### config.mk
export PLATFORM = sky130hd
export DESIGN_NAME = sq_image_cache_reader
export DESIGN_NICKNAME = d
export VERILOG_FILES = /design/src/rtl/sq_image_cache_reader_pkg.sv /design/src/rtl/sq_image_cache_reader_if.sv /design/src/rtl/sq_image_cache_rd_fifo.sv /design/src/rtl/sq_image_cache_reader.sv
export SDC_FILE = /design/constraint.sdc
export NUM_CORES = 1
export LEC_CHECK = 0
export ABC_CLOCK_PERIOD_IN_PS = 4760
export BUFFER_PORTS_ARGS = -buffer_cell sky130_fd_sc_hd__buf_2
export CORE_ASPECT_RATIO = 2
export CORE_UTILIZATION = 35
export DETAILED_ROUTE_END_ITERATION = 8
export PLACE_DENSITY = 0.66
export SLEW_MARGIN = 10
export SYNTH_ARGS = -nofsm -noshare
export SYNTH_HDL_FRONTEND = slang
export SYNTH_SLANG_ARGS = --single-unit
### constraint.sdc
create_clock -name clk -period 4.76 [get_ports clk]
set_clock_uncertainty 0.05 [all_clocks]
set_input_delay 0.714 -clock clk [delete_from_list [all_inputs] [get_ports clk]]
set_output_delay 0.714 -clock clk [all_outputs]
set_load 0.01 [all_outputs]
### src/rtl/sq_image_cache_reader_pkg.sv
// Shared constants, FSM state type and the cache read-request struct for the image cache reader.
package pkg_SQImageCache;

    localparam int WORD_SIZE          = 8;
    localparam int ROW_WIDTH          = 64;
    localparam int COL_WIDTH          = 64;
    localparam int ADDR_WIDTH         = 8;
    localparam int SQIC_RD_FIFO_DEPTH = 2;
    localparam int SQIC_RD_CNT_W      = $clog2(SQIC_RD_FIFO_DEPTH + 1);

    typedef enum logic [1:0] {
        IDLE   = 2'd0,
        STREAM = 2'd1,
        DRAIN  = 2'd2,
        DONE   = 2'd3
    } sqic_rd_state_e;

endpackage

package structs;

    typedef struct packed {
        logic                                   re;
        logic [pkg_SQImageCache::ADDR_WIDTH-1:0] raddrX;
        logic [pkg_SQImageCache::ADDR_WIDTH-1:0] raddrY;
    } struct_SQImageCache_Read;

endpackage

### src/rtl/sq_image_cache_reader_if.sv
// Valid/ready word stream used between the reader and its output FIFO.
interface sq_image_cache_reader_if #(
    parameter int WIDTH = pkg_SQImageCache::WORD_SIZE
) ();

    logic [WIDTH-1:0] data;
    logic             valid;
    logic             ready;

    modport master (output data, output valid, input ready);
    modport slave  (input data, input valid, output ready);

endinterface

### src/rtl/sq_image_cache_rd_fifo.sv
// Small shift-register FIFO; entry 0 is always the head so the output needs no read mux.
module sq_image_cache_rd_fifo
    import pkg_SQImageCache::*;
#(
    parameter int DATA_WIDTH = WORD_SIZE
) (
    input  logic                      clk,
    input  logic                      reset,
    sq_image_cache_reader_if.slave    pushS,
    sq_image_cache_reader_if.master   popS,
    output logic [SQIC_RD_CNT_W-1:0]  count_o
);

    localparam int IDX_W = $clog2(SQIC_RD_FIFO_DEPTH);

    logic [DATA_WIDTH-1:0]    mem_q [SQIC_RD_FIFO_DEPTH];
    logic [DATA_WIDTH-1:0]    mem_d [SQIC_RD_FIFO_DEPTH];
    logic [SQIC_RD_CNT_W-1:0] count_q, count_d;
    logic                     pushFire, popFire;
    logic [IDX_W-1:0]         wrIdx;

    assign pushS.ready = (count_q != SQIC_RD_CNT_W'(SQIC_RD_FIFO_DEPTH));
    assign popS.valid  = (count_q != '0);
    assign popS.data   = mem_q[0];
    assign count_o     = count_q;

    assign pushFire = pushS.valid && pushS.ready;
    assign popFire  = popS.valid && popS.ready;
    // A simultaneous pop shifts the queue down, so the new word lands one slot lower.
    assign wrIdx    = IDX_W'(count_q - SQIC_RD_CNT_W'(popFire));

    always_comb begin
        mem_d   = mem_q;
        count_d = count_q + SQIC_RD_CNT_W'(pushFire) - SQIC_RD_CNT_W'(popFire);
        if (popFire) begin
            for (int i = 0; i < SQIC_RD_FIFO_DEPTH - 1; i++) begin
                mem_d[i] = mem_q[i + 1];
            end
        end
        if (pushFire) begin
            mem_d[wrIdx] = pushS.data;
        end
    end

    always_ff @(posedge clk or posedge reset) begin
        if (reset) begin
            count_q <= '0;
            mem_q   <= '{default: '0};
        end else begin
            count_q <= count_d;
            mem_q   <= mem_d;
        end
    end

endmodule

### src/rtl/sq_image_cache_reader.sv
// Streams one cached frame out in raster order with a 2-entry FIFO absorbing read latency.
// Optional sof/eol frame markers are built when SQIC_READER_FRAME_MARKERS_EN is defined.
module sq_image_cache_reader
    import pkg_SQImageCache::*;
#(
    parameter int WORD_SIZE  = pkg_SQImageCache::WORD_SIZE,
    parameter int ROW_WIDTH  = pkg_SQImageCache::ROW_WIDTH,
    parameter int COL_WIDTH  = pkg_SQImageCache::COL_WIDTH,
    parameter int ADDR_WIDTH = pkg_SQImageCache::ADDR_WIDTH
) (
    input  logic                           clk,
    input  logic                           reset,
    input  logic                           start,
    input  logic                           loaded,
    output structs::struct_SQImageCache_Read sqcr,
    input  logic [WORD_SIZE-1:0]           rdata,
    output logic [WORD_SIZE-1:0]           data,
    output logic                           data_ready,
    input  logic                           data_wanted,
    output logic                           busy,
    output logic                           done
`ifdef SQIC_READER_FRAME_MARKERS_EN
    ,
    output logic                           sof,
    output logic                           eol
`endif
);

`ifdef SQIC_READER_FRAME_MARKERS_EN
    localparam int MARK_W = 2;
`else
    localparam int MARK_W = 0;
`endif
    localparam int FIFO_W = WORD_SIZE + MARK_W;
    localparam int OCC_W  = SQIC_RD_CNT_W + 1;

    sqic_rd_state_e           state_q, state_d;
    logic [ADDR_WIDTH-1:0]    x_q, x_d, y_q, y_d;
    logic                     inFlight_q;
    logic [SQIC_RD_CNT_W-1:0] fifoCount;
    logic [OCC_W-1:0]         projected;
    logic                     readEn, popFire, outValid, lastAddr, lastPixel, rowEnd;
    logic [FIFO_W-1:0]        pushWord, outWord;

    sq_image_cache_reader_if #(.WIDTH(FIFO_W)) fifoIn ();
    sq_image_cache_reader_if #(.WIDTH(FIFO_W)) fifoOut ();

    sq_image_cache_rd_fifo #(.DATA_WIDTH(FIFO_W)) u_fifo (
        .clk     (clk),
        .reset   (reset),
        .pushS   (fifoIn.slave),
        .popS    (fifoOut.master),
        .count_o (fifoCount)
    );

`ifdef SQIC_READER_FRAME_MARKERS_EN
    logic sofInFlight_q, eolInFlight_q;
    assign pushWord = {rdata, sofInFlight_q, eolInFlight_q};
    assign sof      = outValid && outWord[1];
    assign eol      = outValid && outWord[0];

    always_ff @(posedge clk or posedge reset) begin
        if (reset) begin
            sofInFlight_q <= 1'b0;
            eolInFlight_q <= 1'b0;
        end else begin
            sofInFlight_q <= readEn && (x_q == '0) && (y_q == '0);
            eolInFlight_q <= readEn && rowEnd;
        end
    end
`else
    assign pushWord = rdata;
`endif

    // An empty FIFO lets the in-flight word bypass straight to the output, saving one cycle.
    assign outValid   = fifoOut.valid || inFlight_q;
    assign outWord    = fifoOut.valid ? fifoOut.data : (inFlight_q ? pushWord : '0);
    assign popFire    = outValid && data_wanted;
    assign fifoOut.ready = data_wanted;
    assign fifoIn.valid  = inFlight_q && !(data_wanted && !fifoOut.valid);
    assign fifoIn.data   = pushWord;

    assign data       = outWord[FIFO_W-1 -: WORD_SIZE];
    assign data_ready = outValid;
    assign busy       = (state_q == STREAM) || (state_q == DRAIN);
    assign done       = (state_q == DONE);

    // Words held once this cycle settles; a new read may only go out if it still fits.
    assign projected  = OCC_W'(fifoCount) + OCC_W'(inFlight_q) - OCC_W'(popFire);
    assign readEn     = (state_q == STREAM) && (projected < OCC_W'(SQIC_RD_FIFO_DEPTH));
    assign rowEnd     = (x_q == ADDR_WIDTH'(ROW_WIDTH - 1));
    assign lastAddr   = rowEnd && (y_q == ADDR_WIDTH'(COL_WIDTH - 1));
    assign lastPixel  = (state_q == DRAIN) && popFire && (projected == '0);

    assign sqcr = '{re: readEn, raddrX: x_q, raddrY: y_q};

    always_comb begin
        state_d = state_q;
        x_d     = x_q;
        y_d     = y_q;
        case (state_q)
            IDLE: begin
                if (start && loaded) begin
                    state_d = STREAM;
                    x_d     = '0;
                    y_d     = '0;
                end
            end
            STREAM: begin
                if (readEn) begin
                    if (lastAddr) begin
                        x_d     = '0;
                        y_d     = '0;
                        state_d = DRAIN;
                    end else if (rowEnd) begin
                        x_d = '0;
                        y_d = y_q + 1'b1;
                    end else begin
                        x_d = x_q + 1'b1;
                    end
                end
            end
            DRAIN: begin
                if (lastPixel) begin
                    state_d = DONE;
                end
            end
            DONE: begin
                state_d = IDLE;
            end
            default: begin
                state_d = IDLE;
            end
        endcase
    end

    always_ff @(posedge clk or posedge reset) begin
        if (reset) begin
            state_q    <= IDLE;
            x_q        <= '0;
            y_q        <= '0;
            inFlight_q <= 1'b0;
        end else begin
            state_q    <= state_d;
            x_q        <= x_d;
            y_q        <= y_d;
            inFlight_q <= readEn;
        end
    end

endmodule

# After elaboration in Yosys (flattened, before gate mapping)
# Cells that the tools add are included.
# word_totals
register_bits	37
in_bits	13
output_inout_bits	28
wordCells	72
# classes
n_addsub	7
order_cmp	3
n_eq_ne	11
n_mux	21
n_bitwise	1
n_reduce_logical	22
# op_table
operator	count
8-bit two-way mux	11
8-bit case mux with 2 select lines	2
8-bit by 1-bit adder with 8-bit output, second input constant	2
16-bit bitwise mux	1
8-bit by 6-bit equality test with 1-bit output, second input constant	2
16-bit two-way mux	1
1-bit logical AND	11
2-bit != test, second input constant	5
8-bit demux with 1-bit select	1
2-bit two-way mux	4
2-bit case mux with 4 select lines	1
4-bit AND reduction	2
2-bit equality test, second input constant	2
2-bit nonzero test	2
2-bit by 1-bit adder with 3-bit output	1
3-bit logical NOT	1
3-bit by 2-bit less-than comparator with 1-bit output, second input constant	1
3-bit != test, second input constant	1
3-bit AND reduction	1
3-bit by 1-bit subtractor with 3-bit output	1
2-bit by 1-bit adder with 2-bit output	1
2-bit by 1-bit equality test with 1-bit output, second input constant	1
2-bit >= comparator, second input constant	1
1-bit logical NOT	2
6 further kinds	7

# Logic depth before layout (Yosys ltp)
# Gate-level depths: netlist of the first run.
# depth
ltp_word	10
ltp_mapped	14
mapped_depth_nobuf	13

# Hierarchy
# Synthesis of the first run repeated with hierarchy kept, for this count alone.
# hier_totals
hier_cells	209
hier_area_um2	2239.6
# by_module_without_submodules
module	n_inst	cells_each	area_per_inst_um2	seq_area_each_um2
sq_image_cache_reader	1	144	1340.0	475.5
sq_image_cache_rd_fifo	1	65	899.6	450.4

# Least setup slack after synthesis of the first run
# OpenSTA, ideal clock, no wires.
# synth_path
kind	register to register
start	register u_fifo.count_q[1], in the netlist u_fifo.count_o[1]
end	register y_q[0]
setup_ns	0.125
t_arrival_ns	3.194
t_required_ns	4.585
path_slack_ns	1.391
stages_incl_launch_ff	15
path_buffers	1
synth_period_minus_slack_ns	3.369
cell_sequence	dfrtp_1 > clkbuf_2 > or3_1 > nand2_1 > inv_1 > ha_1 > inv_1 > ha_1 > inv_1 > fa_1 > nand2_1 > nor4b_4 > nor2_1 > nor2_1 > mux2_2
# synth_between
elab_chain_cells	8
word_cells_on_any_way	9
cone_classes	add/sub: 2; order compare: 1; eq/ne: 1; reduce/logical: 5
# synth_lines
element	line	source
start: declaration	sq_image_cache_rd_fifo.sv:18	logic [SQIC_RD_CNT_W-1:0] count_q, count_d;
start signal: assignment	sq_image_cache_rd_fifo.sv:50	count_q <= count_d;
2-bit nonzero test	sq_image_cache_rd_fifo.sv:23	assign popS.valid = (count_q != '0);
1-bit logical OR	sq_image_cache_reader.sv:76	assign outValid = fifoOut.valid || inFlight_q;
via data_ready	sq_image_cache_reader.sv:18	output logic data_ready,
1-bit logical AND	sq_image_cache_reader.sv:78	assign popFire = outValid && data_wanted;
3-bit by 1-bit subtractor with 3-bit output	sq_image_cache_reader.sv:89	assign projected = OCC_W'(fifoCount) + OCC_W'(inFlight_q) - OCC_W'(popFire);
3-bit by 2-bit less-than comparator with 1-bit output	sq_image_cache_reader.sv:90	assign readEn = (state_q == STREAM) && (projected < OCC_W'(SQIC_RD_FIFO_DEPTH));
1-bit logical AND	sq_image_cache_reader.sv:90	
2-bit != test (no line)	--	
4-bit AND reduction (no line)	--	
end signal: assignment	sq_image_cache_reader.sv:146	y_q <= y_d;
end: declaration	sq_image_cache_reader.sv:38	logic [ADDR_WIDTH-1:0] x_q, x_d, y_q, y_d;
# The timed path passes the listed nets, and every way through them passes these cells.
# A chain may end at the register's enable or synchronous reset.

==> metrics.md, run 1 <==
| Metric | Value |
|---|---|
| CTS tree | `built` |
| CTS sink cnt | `37` |
| Detailed Route WL | `4800 um` |
| Final Cycle Share | `0.784` |
| Placed Area | `0.00239 sq mm` |
| GR Overflow Total | `0` |
| Layout cells sized above 1 | `0.263` |
| Power Density | `654 mW/mm^2` |
| Initial Utilization | `0.359` |
| Final Cell Area | `0.00258 sq mm` |
| Synth top cells by count | `dfrtp_1 (37), nand2_1 (31), nor2_1 (25)` |
| Final Critical Period | `3.73 ns` |
| DRC Markers | `6` |
| Most common cell in the synthesized netlist | `dfrtp_1` |
| Yosys cell types | `48` |
| Num rows | `40` |
| Unrepaired setup endpoints after global routing | `false` |
| Register area share after synthesis | `0.433` |
| Vias in the first global route | `1756` |
| Post-CTS Setup Inserts | `0` |
| Vias/cell | `5.28` |
| Status | `finished with violations` |
| Worst Path Arrival | `2.97 ns` |
| Initial DRT Pass Iterations | `6` |
| Fin Setup TNS | `0 ns` |
| Vias | `1716` |
| Initial drt markers | `34` |
| Inserted Diodes | `0` |
| Final Slew Violations | `0` |
| Gate Count Post-Synth | `220` |
| Max Freq | `268 MHz` |
| LEAKAGE | `1.26 nW` |
| Type of origin of the critical path | `flop` |
| Share of the synthesized area in the top cell type | `0.433` |
| Synthesized Nets | `244` |
| DP HPWL | `3670 um` |
| Number of I/O port buffers | `40` |
| Syn Area/Cell | `9.72 sq um` |
| Critical path class | `flop to output port` |
| Clock tree buffer depth | `2` |
| Fin util | `0.434` |
| TritonCTS buffer count | `5` |
| P&R area growth vs syn | `20.8%` |
| Post_cts resized | `0` |
| Largest net degree at the start of global routing | `38` |
| Initial antenna violation count | `0` |
| GP Congestion | `0.819` |
| Die width | `57.3 um` |
| Relative slew slack | `0.587` |
| CP Max Fanout | `8` |
| HP Class | `flop to flop` |
| # hold bufs at CTS | `0` |
| Final setup vio count | `0` |
| Synth Flop Type | `dfrtp_1` |
| Synth area leaders | `dfrtp_1 (43%), ha_1 (5.9%), nand2_1 (5.4%)` |
| Global-route wire length before repair | `8160 um` |
| Drt wl/cell | `14.8 um` |
| Layout Nets | `285` |
| Clock Latency Late Sink | `0.29 ns` |
| Synthesized area | `0.00214 sq mm` |
| # Max-Cap Violations | `0` |
| CORE AREA | `0.00596 sq mm` |
| Final hold violation count | `0` |
| Clk root buf | `clkbuf_16` |
| Die Span Y | `113 um` |
| FFs w/ async S/R, synth | `1.00` |
| Worst hold slack | `0.456 ns` |
| Die Area | `0.00645 sq mm` |
| Num ports | `41` |
| Synth Register Bits | `37` |
| Reg clk slew, reported paths | `0.06 ns` |
| Final ANT Viol Nets | `0` |
| Worst vdd ir | `471 uV` |
| Synth warnings | `0` |
| Post-synth EDFFs | `0` |
| Global Route Usage Sum | `0.167` |
| Synth area leader | `dfrtp_1` |
| Required time of the critical path | `4.00 ns` |
| CP endpoint kind | `output port` |
| H-tree depth | `2` |
| Worst R2R Setup Slack | `1.22 ns` |
| Worst-Margin Slew | `0.615 ns` |
| Failing checks | `design-rule violations` |
-- path summary, 6_finish.rpt --
| path | from | to | cells past startpoint |
|---|---|---|---|
| setup / recovery | u_fifo.count_o[1] | sqcr[16] | 12 |
| hold / removal | flop | flop | 1 |
| setup reg to reg | u_fifo.count_o[1] | y_q[0] | 13 |
| hold reg to reg | flop | flop | 1 |
| max in group asynchronous | reset | x_q[6] | 3 |
| min in group asynchronous | reset | asynchronous set/reset pin | 3 |
-- final cells by class --
class | count | area (sq um)
Clock buffer | 5 | 125
Multi-Input combinational cell | 165 | 1140
Inverter | 11 | 41.3
Timing Repair Buffer | 41 | 208
Fill cell | 587 | 3370
Tap cell | 63 | 78.8
Clock inverter | 3 | 65.1
Sequential cell | 37 | 926
-- cell families after synthesis --
family | Yosys count | synth area share
and+or+nand+nor | 85 | 0.212
AOI/OAI and AO/OA | 39 | 0.111
xor gates and xnor gates | 11 | 0.0451
adders and majority gates | 11 | 0.0679
buffers and inverters | 18 | 0.0345
DFF | 37 | 0.433
muxes | 19 | 0.0971
-- cells in the final DEF (no fill, tap or decap), types with 5 or more instances in the layout --
cell,count
a21oi_1,13
buf_2,40
clkbuf_16,5
dfrtp_1,37
ha_1,10
inv_1,11
mux2_2,10
mux2i_1,8
nand2_1,31
nand3_1,5
nor2_1,25
o21ai_0,13
xnor2_1,8
-- power breakdown --
| group | switching (mW) | internal (mW) | total [mW] |
|---|---|---|---|
| combinational | 0.408 | 0.327 | 0.735 |
| sequential | 0.0950 | 0.423 | 0.518 |
| clock | 0.137 | 0.299 | 0.437 |
-- per-layer routing --
layer  vias to the layer above  wire (um)  track usage
met5                         -          0            0
met4                         0        127       0.0748
met3                        11        242       0.0461
met2                        43       2650        0.313
met1                       817       1780        0.165
li1                        845          -            -
-- metrics by stage --
stage / power (mW) / std cells / worst slack [ns]
after floorplan: 1.06 / 220 / 1.39
after global placement: 1.25 / 317 / 1.31
final: 1.69 / 325 / 1.03
after detailed placement: 1.27 / 317 / 1.23
after CTS: 1.71 / 325 / 0.979
after global routing: 1.82 / 325 / 0.790
-- worst max-delay path, cell delays in order, from the launching register on --
cell     delay [ns]
dfrtp_1        0.48
or3_1          0.42
nand2_1        0.10
inv_1          0.04
ha_1           0.26
inv_1          0.05
ha_1           0.13
inv_1          0.05
fa_1           0.41
xnor2_1        0.22
nand2_1        0.14
nor2_1         0.21
buf_2          0.17
(Power assumes the default switching activity.)
==> run 2, diff against run 1 <==
Settings changed: ABC_CLOCK_PERIOD_IN_PS 4760 to 3400, PLACE_DENSITY 0.66 to 0.68.
Clock period 4.76 ns to 3.4 ns, I/O delays scaled along.
==> metrics.md, run 2 (synthesis results as in run 1) <==
| Metric | Value |
|---|---|
| Global Route Usage Sum | `0.168` |
| # hold bufs at CTS | `0` |
| Clk root buf | `clkbuf_16` |
| CTS sink cnt | `37` |
| Die width | `57.3 um` |
| Worst hold slack | `0.286 ns` |
| Required time of the critical path | `2.84 ns` |
| Failing checks | `design-rule violations` |
| Final hold violation count | `0` |
| DP HPWL | `3640 um` |
| Vias/cell | `5.39` |
| Status | `finished with violations` |
| CTS tree | `built` |
| Die Span Y | `113 um` |
| Initial drt markers | `100` |
| Relative slew slack | `0.600` |
| TritonCTS buffer count | `5` |
| DRC Markers | `5` |
| Worst vdd ir | `443 uV` |
| # Max-Cap Violations | `0` |
| Final Critical Period | `3.16 ns` |
| Commonest non-fill, non-tap cell in the layout | `buf_2` |
| CP Max Fanout | `4` |
| Num rows | `40` |
| Power Density | `905 mW/mm^2` |
| Cell family with most CP delay | `adder cells` |
| Clock tree buffer depth | `2` |
| Vias | `1778` |
| Worst reg2reg path startpoint | `u_fifo.count_o[0]` |
| Worst path cell trace | `or3_1 > nand2_1 > inv_1 > ha_1 > inv_1 > ha_1 > inv_1 > fa_2 > xnor2_2 > nand2_2 > nor2_4 > buf_2` |
| CORE AREA | `0.00596 sq mm` |
| Critical path class | `flop to output port` |
| Global-route wire length before repair | `8510 um` |
| Psw | `0.904 mW` |
| HP Class | `primary input to asynchronous set/reset pin` |
| Initial Utilization | `0.359` |
| Most repeated library cell on the critical path | `inv_1` |
| Final setup vio count | `0` |
| Vias in the first global route | `1843` |
| GP Congestion | `0.822` |
| Commonest non-fill, non-tap cells in the layout | `buf_2 (40), dfrtp_1 (37), nand2_1 (30)` |
| Layout fillers | `577` |
| Power Internal | `1.47 mW` |
| Sw frac | `0.381` |
| Largest net degree at the start of global routing | `38` |
| Worst Setup SP | `u_fifo.count_o[0]` |
| Inserted Diodes | `0` |
| Slowest cell on the critical path | `dfrtp_1` |
| Fin Setup TNS | `0 ns` |
| Detailed Route WL | `4750 um` |
| Layout Nets | `290` |
| Sequential Power Share | `0.296` |
| Post-CTS Setup Inserts | `0` |
| H-tree depth | `2` |
| P&R area growth vs syn | `22.6%` |
| Max incr delay on CP | `0.40 ns` |
| Logic gate share of total power | `0.479` |
| Worst Path Arrival | `2.60 ns` |
| Final ANT Viol Nets | `0` |
| Initial antenna violation count | `0` |
| CP endpoint kind | `output port` |
| Worst-Margin Slew | `0.595 ns` |
| Type of origin of the critical path | `flop` |
| LEAKAGE | `1.28 nW` |
| Final Cycle Share | `0.930` |
| Unrepaired setup endpoints after global routing | `false` |
| Initial DRT Pass Iterations | `7` |
| Number of I/O port buffers | `40` |
| Die Area | `0.00645 sq mm` |
| Clock Latency Late Sink | `0.27 ns` |
| Drt wl/cell | `14.4 um` |
| Final Slew Violations | `0` |
| Max Freq | `316 MHz` |
| Num ports | `41` |
| Reg clk slew, reported paths | `0.06 ns` |
| Layout cells sized above 1 | `0.288` |
| Clock power share | `0.225` |
| Crit path buf inv count | `4` |
| GR Overflow Total | `0` |
run 2: cell types whose count changed in the layout (fill, tap and decap cells not counted), sizes merged:
cell | previous run | this run
buf | 41 | 46
clkbuf | 5 | 7
bufinv | 2 | 1
clkinv | 1 | 0
run 2: worst paths after layout:
check / end / slack [ns] / cells after the start
setup / recovery: sqcr[16] / 0.24 / 12
hold / removal: u_fifo.popS.data[0] / 0.29 / 3
setup reg to reg: y_q[0] / 0.30 / 13
hold reg to reg: flop / 0.46 / 1
max in group asynchronous: state_q[1] / 2.68 / 3
min in group clk: flop / 0.45 / 2
run 2: tightest hold or removal path: stages:
cell   delay, ns
buf_2       0.09
inv_1       0.04
buf_4       0.40
run 2: per-layer routing:
layer	vias to the layer above	GRT usage	part of all wire
li1	850	-	-
met1	863	0.175	0.36
met2	53	0.320	0.57
met3	12	0.0207	0.036
met4	0	0.0780	0.028
met5	-	0	0
run 2: final cells by class:
cell class	instances	area [sq um]	share of cell area
inverter	11	41.3	0.0157
clock buffer	7	143	0.0544
tap	63	78.8	0.0301
clock inverter	1	30.0	0.0115
sequential	37	926	0.353
multi-input combinational	165	1160	0.442
timing repair buffer	46	245	0.0935
run 2: power groups by stage:
stage	combinational [mW]	sequential, mW	clock [mW]
finish	1.14	0.702	0.535
global route	1.29	0.725	0.559
CTS	1.12	0.705	0.547
detailed placement	1.11	0.712	0
global placement	1.09	0.703	0
floorplan	0.797	0.693	0
run 2: timing repair:
action,4_1_cts,5_1_grt
endpoints found under the setup margin,1,1
endpoints found under the hold margin,0,0
gates resized for setup,1,4
run 2: metrics by stage:
| stage | total power, mW | util | std cells | instance area (sq um) | setup slack [ns] |
|---|---|---|---|---|---|
| 3_5_place_dp | 1.82 | 0.408 | 322 | 2430 | 0.268 |
| 2_1_floorplan | 1.49 | - | 220 | 2140 | 0.0313 |
| 6_report | 2.37 | 0.440 | 330 | 2620 | 0.240 |
| 5_1_grt | 2.57 | 0.440 | 330 | 2620 | 0.0406 |
| 4_1_cts | 2.38 | 0.437 | 330 | 2610 | 0.0383 |
| 3_3_place_gp | 1.79 | 0.408 | 322 | 2430 | 0.314 |
